[src/rtl/game_io_pkg.sv]
// game_io_pkg: register map, field widths and frame register layout for game_io_regs
package game_io_pkg;
    localparam logic [3:0] IO_BASE_DEFAULT = 4'hF;
    localparam int DINO_W  = 10;
    localparam int OBS_W   = 10;
    localparam int SCORE_W = 16;
    localparam int FRAME_W = 16;
    localparam logic [7:0] OFF_DINO_Y     = 8'h00;
    localparam logic [7:0] OFF_OBSTACLE_X = 8'h01;
    localparam logic [7:0] OFF_SCORE      = 8'h02;
    localparam logic [7:0] OFF_CONTROL    = 8'h03;
    localparam logic [7:0] OFF_COMMIT     = 8'h04;
    localparam logic [7:0] OFF_STATUS     = 8'h08;
    localparam logic [7:0] OFF_JUMP_ACK   = 8'h09;
    typedef struct packed {
        logic               game_over;
        logic [SCORE_W-1:0] score;
        logic [OBS_W-1:0]   obstacle_x;
        logic [DINO_W-1:0]  dino_y;
    } frame_regs_t;
endpackage

[src/rtl/button_debounce.sv]
// button_debounce: 2-flop synchronizer followed by a consecutive-sample debouncer
module button_debounce #(
    parameter int DEBOUNCE_CYCLES = 1000000
) (
    input  logic clk_i,
    input  logic rst_i,
    input  logic btn_i,
    output logic state_o
);
    localparam int CW = $clog2(DEBOUNCE_CYCLES + 1);
    logic [1:0]    sync_q;
    logic [CW-1:0] cnt_q, cnt_d;
    logic          state_q, state_d;
    logic          differ, done;
    always_comb begin
        differ  = sync_q[1] != state_q;
        done    = cnt_q == CW'(DEBOUNCE_CYCLES - 1);
        cnt_d   = !differ || done ? '0 : cnt_q + CW'(1);
        state_d = differ && done ? sync_q[1] : state_q;
    end
    always_ff @(posedge clk_i) begin
        if (rst_i) begin
            sync_q  <= '0;
            cnt_q   <= '0;
            state_q <= 1'b0;
        end else begin
            sync_q  <= {sync_q[0], btn_i};
            cnt_q   <= cnt_d;
            state_q <= state_d;
        end
    end
    assign state_o = state_q;
endmodule

[src/rtl/game_io_regs.sv]
// game_io_regs: memory-mapped game display registers with frame-synchronous commit and buttons
module game_io_regs
    import game_io_pkg::*;
#(
    parameter int         DEBOUNCE_CYCLES = 1000000,
    parameter logic [3:0] IO_BASE         = IO_BASE_DEFAULT
) (
    input  logic                clock,
    input  logic                reset,
    input  logic                wren,
    input  logic [11:0]         addr,
    input  logic [31:0]         data,
    output logic [31:0]         q_io,
    output logic                io_sel,
    input  logic                screen_end,
    input  logic                up,
    input  logic                down,
    output logic [DINO_W-1:0]   dino_y,
    output logic [OBS_W-1:0]    obstacle_x,
    output logic [SCORE_W-1:0]  score,
    output logic                game_over,
    output logic                io_jump,
    output logic                frame_committed
);
    frame_regs_t        shadow_q, shadow_d, active_q, active_d;
    logic               pending_q, pending_d, jump_q, jump_d, committed_q, up_prev_q;
    logic [FRAME_W-1:0] frame_q, frame_d;
    logic [31:0]        q_q, q_d;
    logic [7:0]         off;
    logic               wr, commit_wr, copy, up_db, down_db;
    logic               unused_data;
    assign unused_data = ^data[31:16];
    button_debounce #(.DEBOUNCE_CYCLES(DEBOUNCE_CYCLES)) u_up (
        .clk_i(clock), .rst_i(reset), .btn_i(up), .state_o(up_db)
    );
    button_debounce #(.DEBOUNCE_CYCLES(DEBOUNCE_CYCLES)) u_down (
        .clk_i(clock), .rst_i(reset), .btn_i(down), .state_o(down_db)
    );
    assign io_sel    = addr[11:8] == IO_BASE;
    assign off       = addr[7:0];
    assign wr        = wren && io_sel;
    assign commit_wr = wr && off == OFF_COMMIT;
    // A commit write landing on the frame edge copies immediately.
    assign copy      = screen_end && (pending_q || commit_wr);
    always_comb begin
        shadow_d            = shadow_q;
        shadow_d.dino_y     = wr && off == OFF_DINO_Y ? data[DINO_W-1:0] : shadow_q.dino_y;
        shadow_d.obstacle_x = wr && off == OFF_OBSTACLE_X ? data[OBS_W-1:0] : shadow_q.obstacle_x;
        shadow_d.score      = wr && off == OFF_SCORE ? data[SCORE_W-1:0] : shadow_q.score;
        shadow_d.game_over  = wr && off == OFF_CONTROL ? data[0] : shadow_q.game_over;
        active_d            = copy ? shadow_q : active_q;
        pending_d           = !copy && (pending_q || commit_wr);
        jump_d              = (up_db && !up_prev_q) || (jump_q && !(wr && off == OFF_JUMP_ACK));
        frame_d             = frame_q + FRAME_W'(screen_end);
        q_d = !io_sel                ? '0
            : off == OFF_DINO_Y      ? 32'(shadow_q.dino_y)
            : off == OFF_OBSTACLE_X  ? 32'(shadow_q.obstacle_x)
            : off == OFF_SCORE       ? 32'(shadow_q.score)
            : off == OFF_CONTROL     ? 32'(shadow_q.game_over)
            : off == OFF_STATUS      ? {frame_q, 13'b0, pending_q, down_db, jump_q}
            : '0;
    end
    always_ff @(posedge clock) begin
        if (reset) begin
            shadow_q    <= '0;
            active_q    <= '0;
            pending_q   <= 1'b0;
            jump_q      <= 1'b0;
            committed_q <= 1'b0;
            up_prev_q   <= 1'b0;
            frame_q     <= '0;
            q_q         <= '0;
        end else begin
            shadow_q    <= shadow_d;
            active_q    <= active_d;
            pending_q   <= pending_d;
            jump_q      <= jump_d;
            committed_q <= copy;
            up_prev_q   <= up_db;
            frame_q     <= frame_d;
            q_q         <= q_d;
        end
    end
    assign dino_y          = active_q.dino_y;
    assign obstacle_x      = active_q.obstacle_x;
    assign score           = active_q.score;
    assign game_over       = active_q.game_over;
    assign io_jump         = jump_q;
    assign frame_committed = committed_q;
    assign q_io            = q_q;
endmodule

[config.mk]
export PLATFORM = sky130hd
export DESIGN_NAME = game_io_regs
export DESIGN_NICKNAME = d
export VERILOG_FILES = /design/src/rtl/game_io_pkg.sv /design/src/rtl/button_debounce.sv /design/src/rtl/game_io_regs.sv
export SDC_FILE = /design/constraint.sdc
export NUM_CORES = 1
export LEC_CHECK = 0
export ABC_AREA = 1
export CAP_MARGIN = 25
export CORE_ASPECT_RATIO = 0.9
export CORE_MARGIN = 5
export CORE_UTILIZATION = 53
export CTS_CLUSTER_DIAMETER = 120
export CTS_CLUSTER_SIZE = 16
export DETAILED_ROUTE_END_ITERATION = 12
export GPL_ROUTABILITY_DRIVEN = 0
export GPL_TIMING_DRIVEN = 0
export PLACE_DENSITY = 0.8
export SLEW_MARGIN = 20
export SYNTH_ARGS = -nofsm -noshare
export SYNTH_HDL_FRONTEND = slang
export SYNTH_SLANG_ARGS = --single-unit
export TNS_END_PERCENT = 1
[constraint.sdc]
create_clock -name clock -period 1.91 [get_ports clock]
set_input_delay 0.382 -clock clock [delete_from_list [all_inputs] [get_ports clock]]
set_output_delay 0.382 -clock clock [all_outputs]
set_load 0.005 [all_outputs]
* Word level (Yosys, flattened, before mapping)
Index checks and enable logic that the tools add are counted.
** Word-level totals
- Memories kept :: 0
- Bits in writable memories :: 0
- Bits in registers :: 172
- Latch bits :: 0
- Bits in read-only memories :: 0
- Input bits :: 50
- Output and inout port bits :: 72
** Cells by class
- Shift-type cells :: 0
- Div/mod/pow operators :: 0
- Multiply operators :: 0
- Magnitude comparators :: 0
- Muxes and demuxes :: 5
- Eq/ne operators :: 11
- Bitwise operators :: 2
- Add/subtract/negate cells :: 3
- Reductions and logical operators :: 28
** Operators with widths (number)
- $add A20 B1 Y20 const B :: 2
- $eq A20 B20 Y1 const B :: 2
- $mux W16 :: 2
- $mux W10 :: 2
- $add A16 B1 Y16 :: 1
- $eq A8 B2 Y1 const B :: 2
- $eq A8 B4 Y1 const B :: 2
- $logic_and A1 B1 Y1 :: 13
- $eq A8 B1 Y1 const B :: 1
- $eq A8 B3 Y1 const B :: 1
- $logic_not A8 Y1 :: 1
- $reduce_or A7 Y1 :: 1
- $reduce_or A2 Y1 :: 3
- $logic_not A1 Y1 :: 5
- $eq A4 B4 Y1 const B :: 1
- $logic_or A1 B1 Y1 :: 4
- $reduce_or A4 Y1 :: 1
- $mux W3 :: 1
- $ne A1 B1 Y1 :: 2
- $not A1 Y1 :: 2

* Longest topological paths before layout
- Word-level depth :: 7
- Mapped depth :: 11
- Gate-level depth less buffers :: 9

* By module
From an unflattened synthesis, not the netlist that was laid out.
** Second synthesis, totals
- Cells, all modules :: 1008
- Area total of the unflattened synthesis :: 7577.3 µm²
** Modules (own cells, without submodules)
- game_io_regs :: area each 5270.1 µm², seq. area each 2522.4 µm², times used 1, cells an instance 686
- button_debounce :: area each 1153.6 µm², seq. area each 460.4 µm², times used 2, cells an instance 161

* Least setup slack after synthesis
OpenSTA, ideal clock, no wires.
- Path kind :: input -> register
- From :: input port screen_end
- To :: register frame_q[14]
- Stages :: 9
- Path buffers :: 0
- Setup slack :: 332 ps
- Arrival time :: 1446 ps
- Cell sequence :: ha_1 > ha_1 > nand2_1 > nor2_1 > nand2_1 > nor2_1 > nand3_1 > nand2_1 > a21oi_1
** Between the ends
- Word-level cells in the longest chain between the ends :: 1
** RTL lines
- start: declaration :: line game_io_regs.sv:15 : input logic screen_end,
- $add A16 B1 Y16 :: line game_io_regs.sv:54 : frame_d = frame_q + FRAME_W'(screen_end);
- end signal: assignment :: line game_io_regs.sv:80 : frame_q <= frame_d;
- end: declaration :: line game_io_regs.sv:27 : logic [FRAME_W-1:0] frame_q, frame_d;
Every way passes these cells.
A chain may end at the register's enable or synchronous reset.

* Final worst setup path
Ends and elaborated chain as after synthesis.

==> results.json <==
{
  "p_clk_frac": 0.470,
  "gr-usage-all-layers": 0.238,
  "cap_violations": 0,
  "synth.area.top_cells": "dfxtp_1, nor2_1, nand2_1",
  "end_kind": "register",
  "hold_class": "in -> reg",
  "seq_area_frac_synth": 0.479,
  "fin_nets": 1170,
  "fin_area_um2": 9040,
  "p_int_w": 0.00574,
  "fin_skew_ns": 0.00674,
  "pwr-share-seq": 0.495,
  "p_sw_frac": 0.212,
  "synth_area_per_cell_um2": 7.25,
  "path_max_fanout": 6,
  "status": "finished, final reports clean",
  "cellLeakagePower_nw": 3.32,
  "dp_hpwl_um": 13600,
  "clock.fmax_mhz": 560,
  "switching_power_w": 0.00154,
  "max_slew.worst_pin.slew_ns": 0.583,
  "crit_type": "in -> reg",
  "io_buffer_count": 104,
  "num_antenna_cells": 0,
  "critPathRequiredTime_ns": 2.19,
  "grt_pass1_vias": 6338,
  "synth_cell_types": 32,
  "slowest_delay_ns": 0.40,
  "routed_wl_um": 18700,
  "syn_area_um2": 7190,
  "vias_per_cell": 5.20,
  "vias": 6735,
  "postRouteAntennaNets": 0,
  "power_frac_comb": 0.035,
  "detail_route.wl_per_cell_um": 14.4,
  "grt_pass1_wl_um": 30600,
  "cellPowerDensity_nw_per_um2": 805,
  "synth-seq-cells": 172,
  "worstPathArrival_ns": 2.07,
  "initial_utilization": 0.540,
  "worstPathCellList": "clkdlybuf4s15_1 > ha_1 > ha_1 > nand2_1 > nor2_2 > nand2_1 > nor2_1 > nand3_1 > nand2_1 > a21oi_1",
  "synth_cells": 992,
  "yosys.area.top_type": "dfxtp_1",
  "drc": 0,
  "cts.sinks": 172,
  "drt_iter0_markers": 668,
  "yosysWarningCount": 0,
  "core_area_um2": 13300,
  "dieHeight_um": 121,
  "fin_crit_ns": 1.79,
  "grt_overflow": 0,
  "die_area_um2": 16000,
  "num_rows": 40,
  "crit_slowest_cell": "clkdlybuf4s15_1",
  "relSlewSlack": 0.611,
  "clockRootBuffer": "clkbuf_16",
  "synth_top_area_frac": 0.479,
  "first_pass_iters": 5,
  "placed_area_um2": 8450,
  "drive_gt1_frac": 0.0754,
  "cpMostUsedCell": "nand2_1",
  "antenna_found_initial": 0,
  "ios": 122,
  "maxSlewViolCount": 0,
  "clk_latency_ns": 0.42,
  "grt_max_degree": 17,
  "synth.net_count": 1046,
  "die_w_um": 133,
  "cts_tree": "built",
  "start_kind": "primary input",
  "timing.final.crit_share": 0.935,
  "syn2layout_area_growth_pct": 25.7,
  "cts_buffer_depth": 2,
  "hold_viol": 0,
  "setup_viol": 0,
  "path_clk_slew_ns": 0.06,
  "peakVddDrop_mv": 0.657,
  "cts-htree-levels": 4,
  "post-route-util": 0.679,
  "rsz0062_at_grt": "false",
  "numCtsBuffers": 17
}
==> cells by family (layout without fill, tap and decap cells) <==
group,count (synthesis),in the layout,synth area share
flip-flops,172,172,0.479
buffers and inverters,162,297,0.0951
XOR/XNOR,15,15,0.0183
AND/OR/NAND/NOR,475,475,0.281
adder cells (fa/ha/maj),4,4,0.00696
AO/OA/AOI/OAI,164,164,0.120
==> cells in the mapped netlist (all sizes together) <==
| cell | instances |
|---|---|
| nor3 | 18 |
| inv | 122 |
| nor4 | 1 |
| nor2 | 200 |
| buf | 32 |
| nand3b | 4 |
| nand2 | 159 |
| xor2 | 11 |
| a21oi | 93 |
| nor3b | 4 |
| ha | 4 |
| clkbuf | 8 |
| xnor2 | 4 |
| nand3 | 72 |
| nand4 | 14 |
| o22ai | 1 |
| or2 | 3 |
| dfxtp | 172 |
| o21bai | 2 |
| o21ai | 68 |
==> routing by layer <==
layer | vias to the layer above | global-route usage | part of all wire
li1 | 3400 | - | -
met1 | 3085 | 0.301 | 0.43
met5 | - | 0 | 0
met3 | 26 | 0.0653 | 0.079
met2 | 224 | 0.395 | 0.48
met4 | 0 | 0.0740 | 0.018
==> critical path, delay by kind of cell <==
family | cells | cell delay, ns
AO/OA/AOI/OAI | 1 | 0.05
buffers and inverters | 1 | 0.40
adder cells (fa/ha/maj) | 2 | 0.44
AND/OR/NAND/NOR | 6 | 0.79
==> power by group through the flow <==
stage	sequential, W	combinational (W)	clock, W
CTS	0.00360	0.000252	0.00346
global route	0.00360	0.000280	0.00364
finish	0.00360	0.000254	0.00342
detailed placement	0.00368	0.000250	0
global placement	0.00368	0.000246	0
floorplan	0.00368	0.000126	0
==> area by class of cell <==
class | instances | area (µm²)
timing repair buffer | 105 | 1050
clock buffer | 19 | 433
multi-input combinational | 658 | 3070
fill | 1150 | 4270
clock inverter | 11 | 148
tap | 168 | 210
buffer | 40 | 226
inverter | 122 | 458
sequential | 172 | 3440
==> cells in the final DEF, fill, tap and decap left out, types with 2 or more instances in the layout <==
cell / instances
nor2_1: 194
o21ai_0: 66
xor2_1: 11
clkinvlp_4: 4
or2_2: 2
nor3b_1: 3
xnor2_1: 4
ha_1: 4
inv_1: 118
dfxtp_1: 172
o21ai_1: 2
nor3_1: 18
clkdlybuf4s50_1: 102
nand2_2: 3
bufinv_16: 3
a21oi_1: 83
nand4_1: 14
clkbuf_1: 10
clkbuf_16: 17
buf_1: 6
clkinv_2: 2
clkinv_4: 2
nand3b_1: 4
nand3_2: 2
buf_6: 7
buf_2: 19
a21oi_2: 10
o21bai_1: 2
nor2_2: 5
nand2_4: 2
inv_2: 4
nand3_1: 70
nand2_1: 154
==> path summary, 6_finish.rpt <==
check / from / endpoint / slack (ns) / cells past startpoint
max: screen_end / frame_q[14]$_SDFF_PP0_ / 0.12 / 10
max reg2reg: u_up.cnt_q[0]$_SDFF_PP0_ / u_up.cnt_q[10]$_SDFF_PP0_ / 0.20 / 7
min reg2reg: u_down.sync_q[0]$_SDFF_PP0_ / u_down.sync_q[1]$_SDFF_PP0_ / 0.41 / 2
min: reset / frame_q[12]$_SDFF_PP0_ / 0.30 / 2
==> sequential cells by signal (all words and copies together) (netlist names), 10 cells and up <==
register	flops
shadow_q	37
q_io	32
u_down.cnt_q	20
u_up.cnt_q	20
frame_q	16
score	16
dino_y	10
obstacle_x	10
==> repair_timing <==
| item | CTS | global route |
|---|---|---|
| endpoints found under the setup margin | 9 | 12 |
| hold buffers | 0 | 0 |
| gates resized for setup | 1 | 4 |
| buffers inserted | 0 | 1 |
| endpoints found under the hold margin | 0 | 0 |
| pin swaps | 0 | 1 |
==> metrics by stage <==
step                      total power [W]  worst slack (ns)  hold WS, ns  setup TNS (ns)  cells
after global placement            0.00393            -0.654        0.398          -18.44   1264
final                             0.00728             0.124        0.300               0   1295
after floorplan                   0.00381             0.332        0.388               0    992
after CTS                         0.00732           -0.0822        0.288         -0.0822   1294
after detailed placement          0.00393            -0.703        0.400          -22.76   1264
after global routing              0.00752           0.00833        0.306               0   1295
Power figures use the tool's default switching activity.
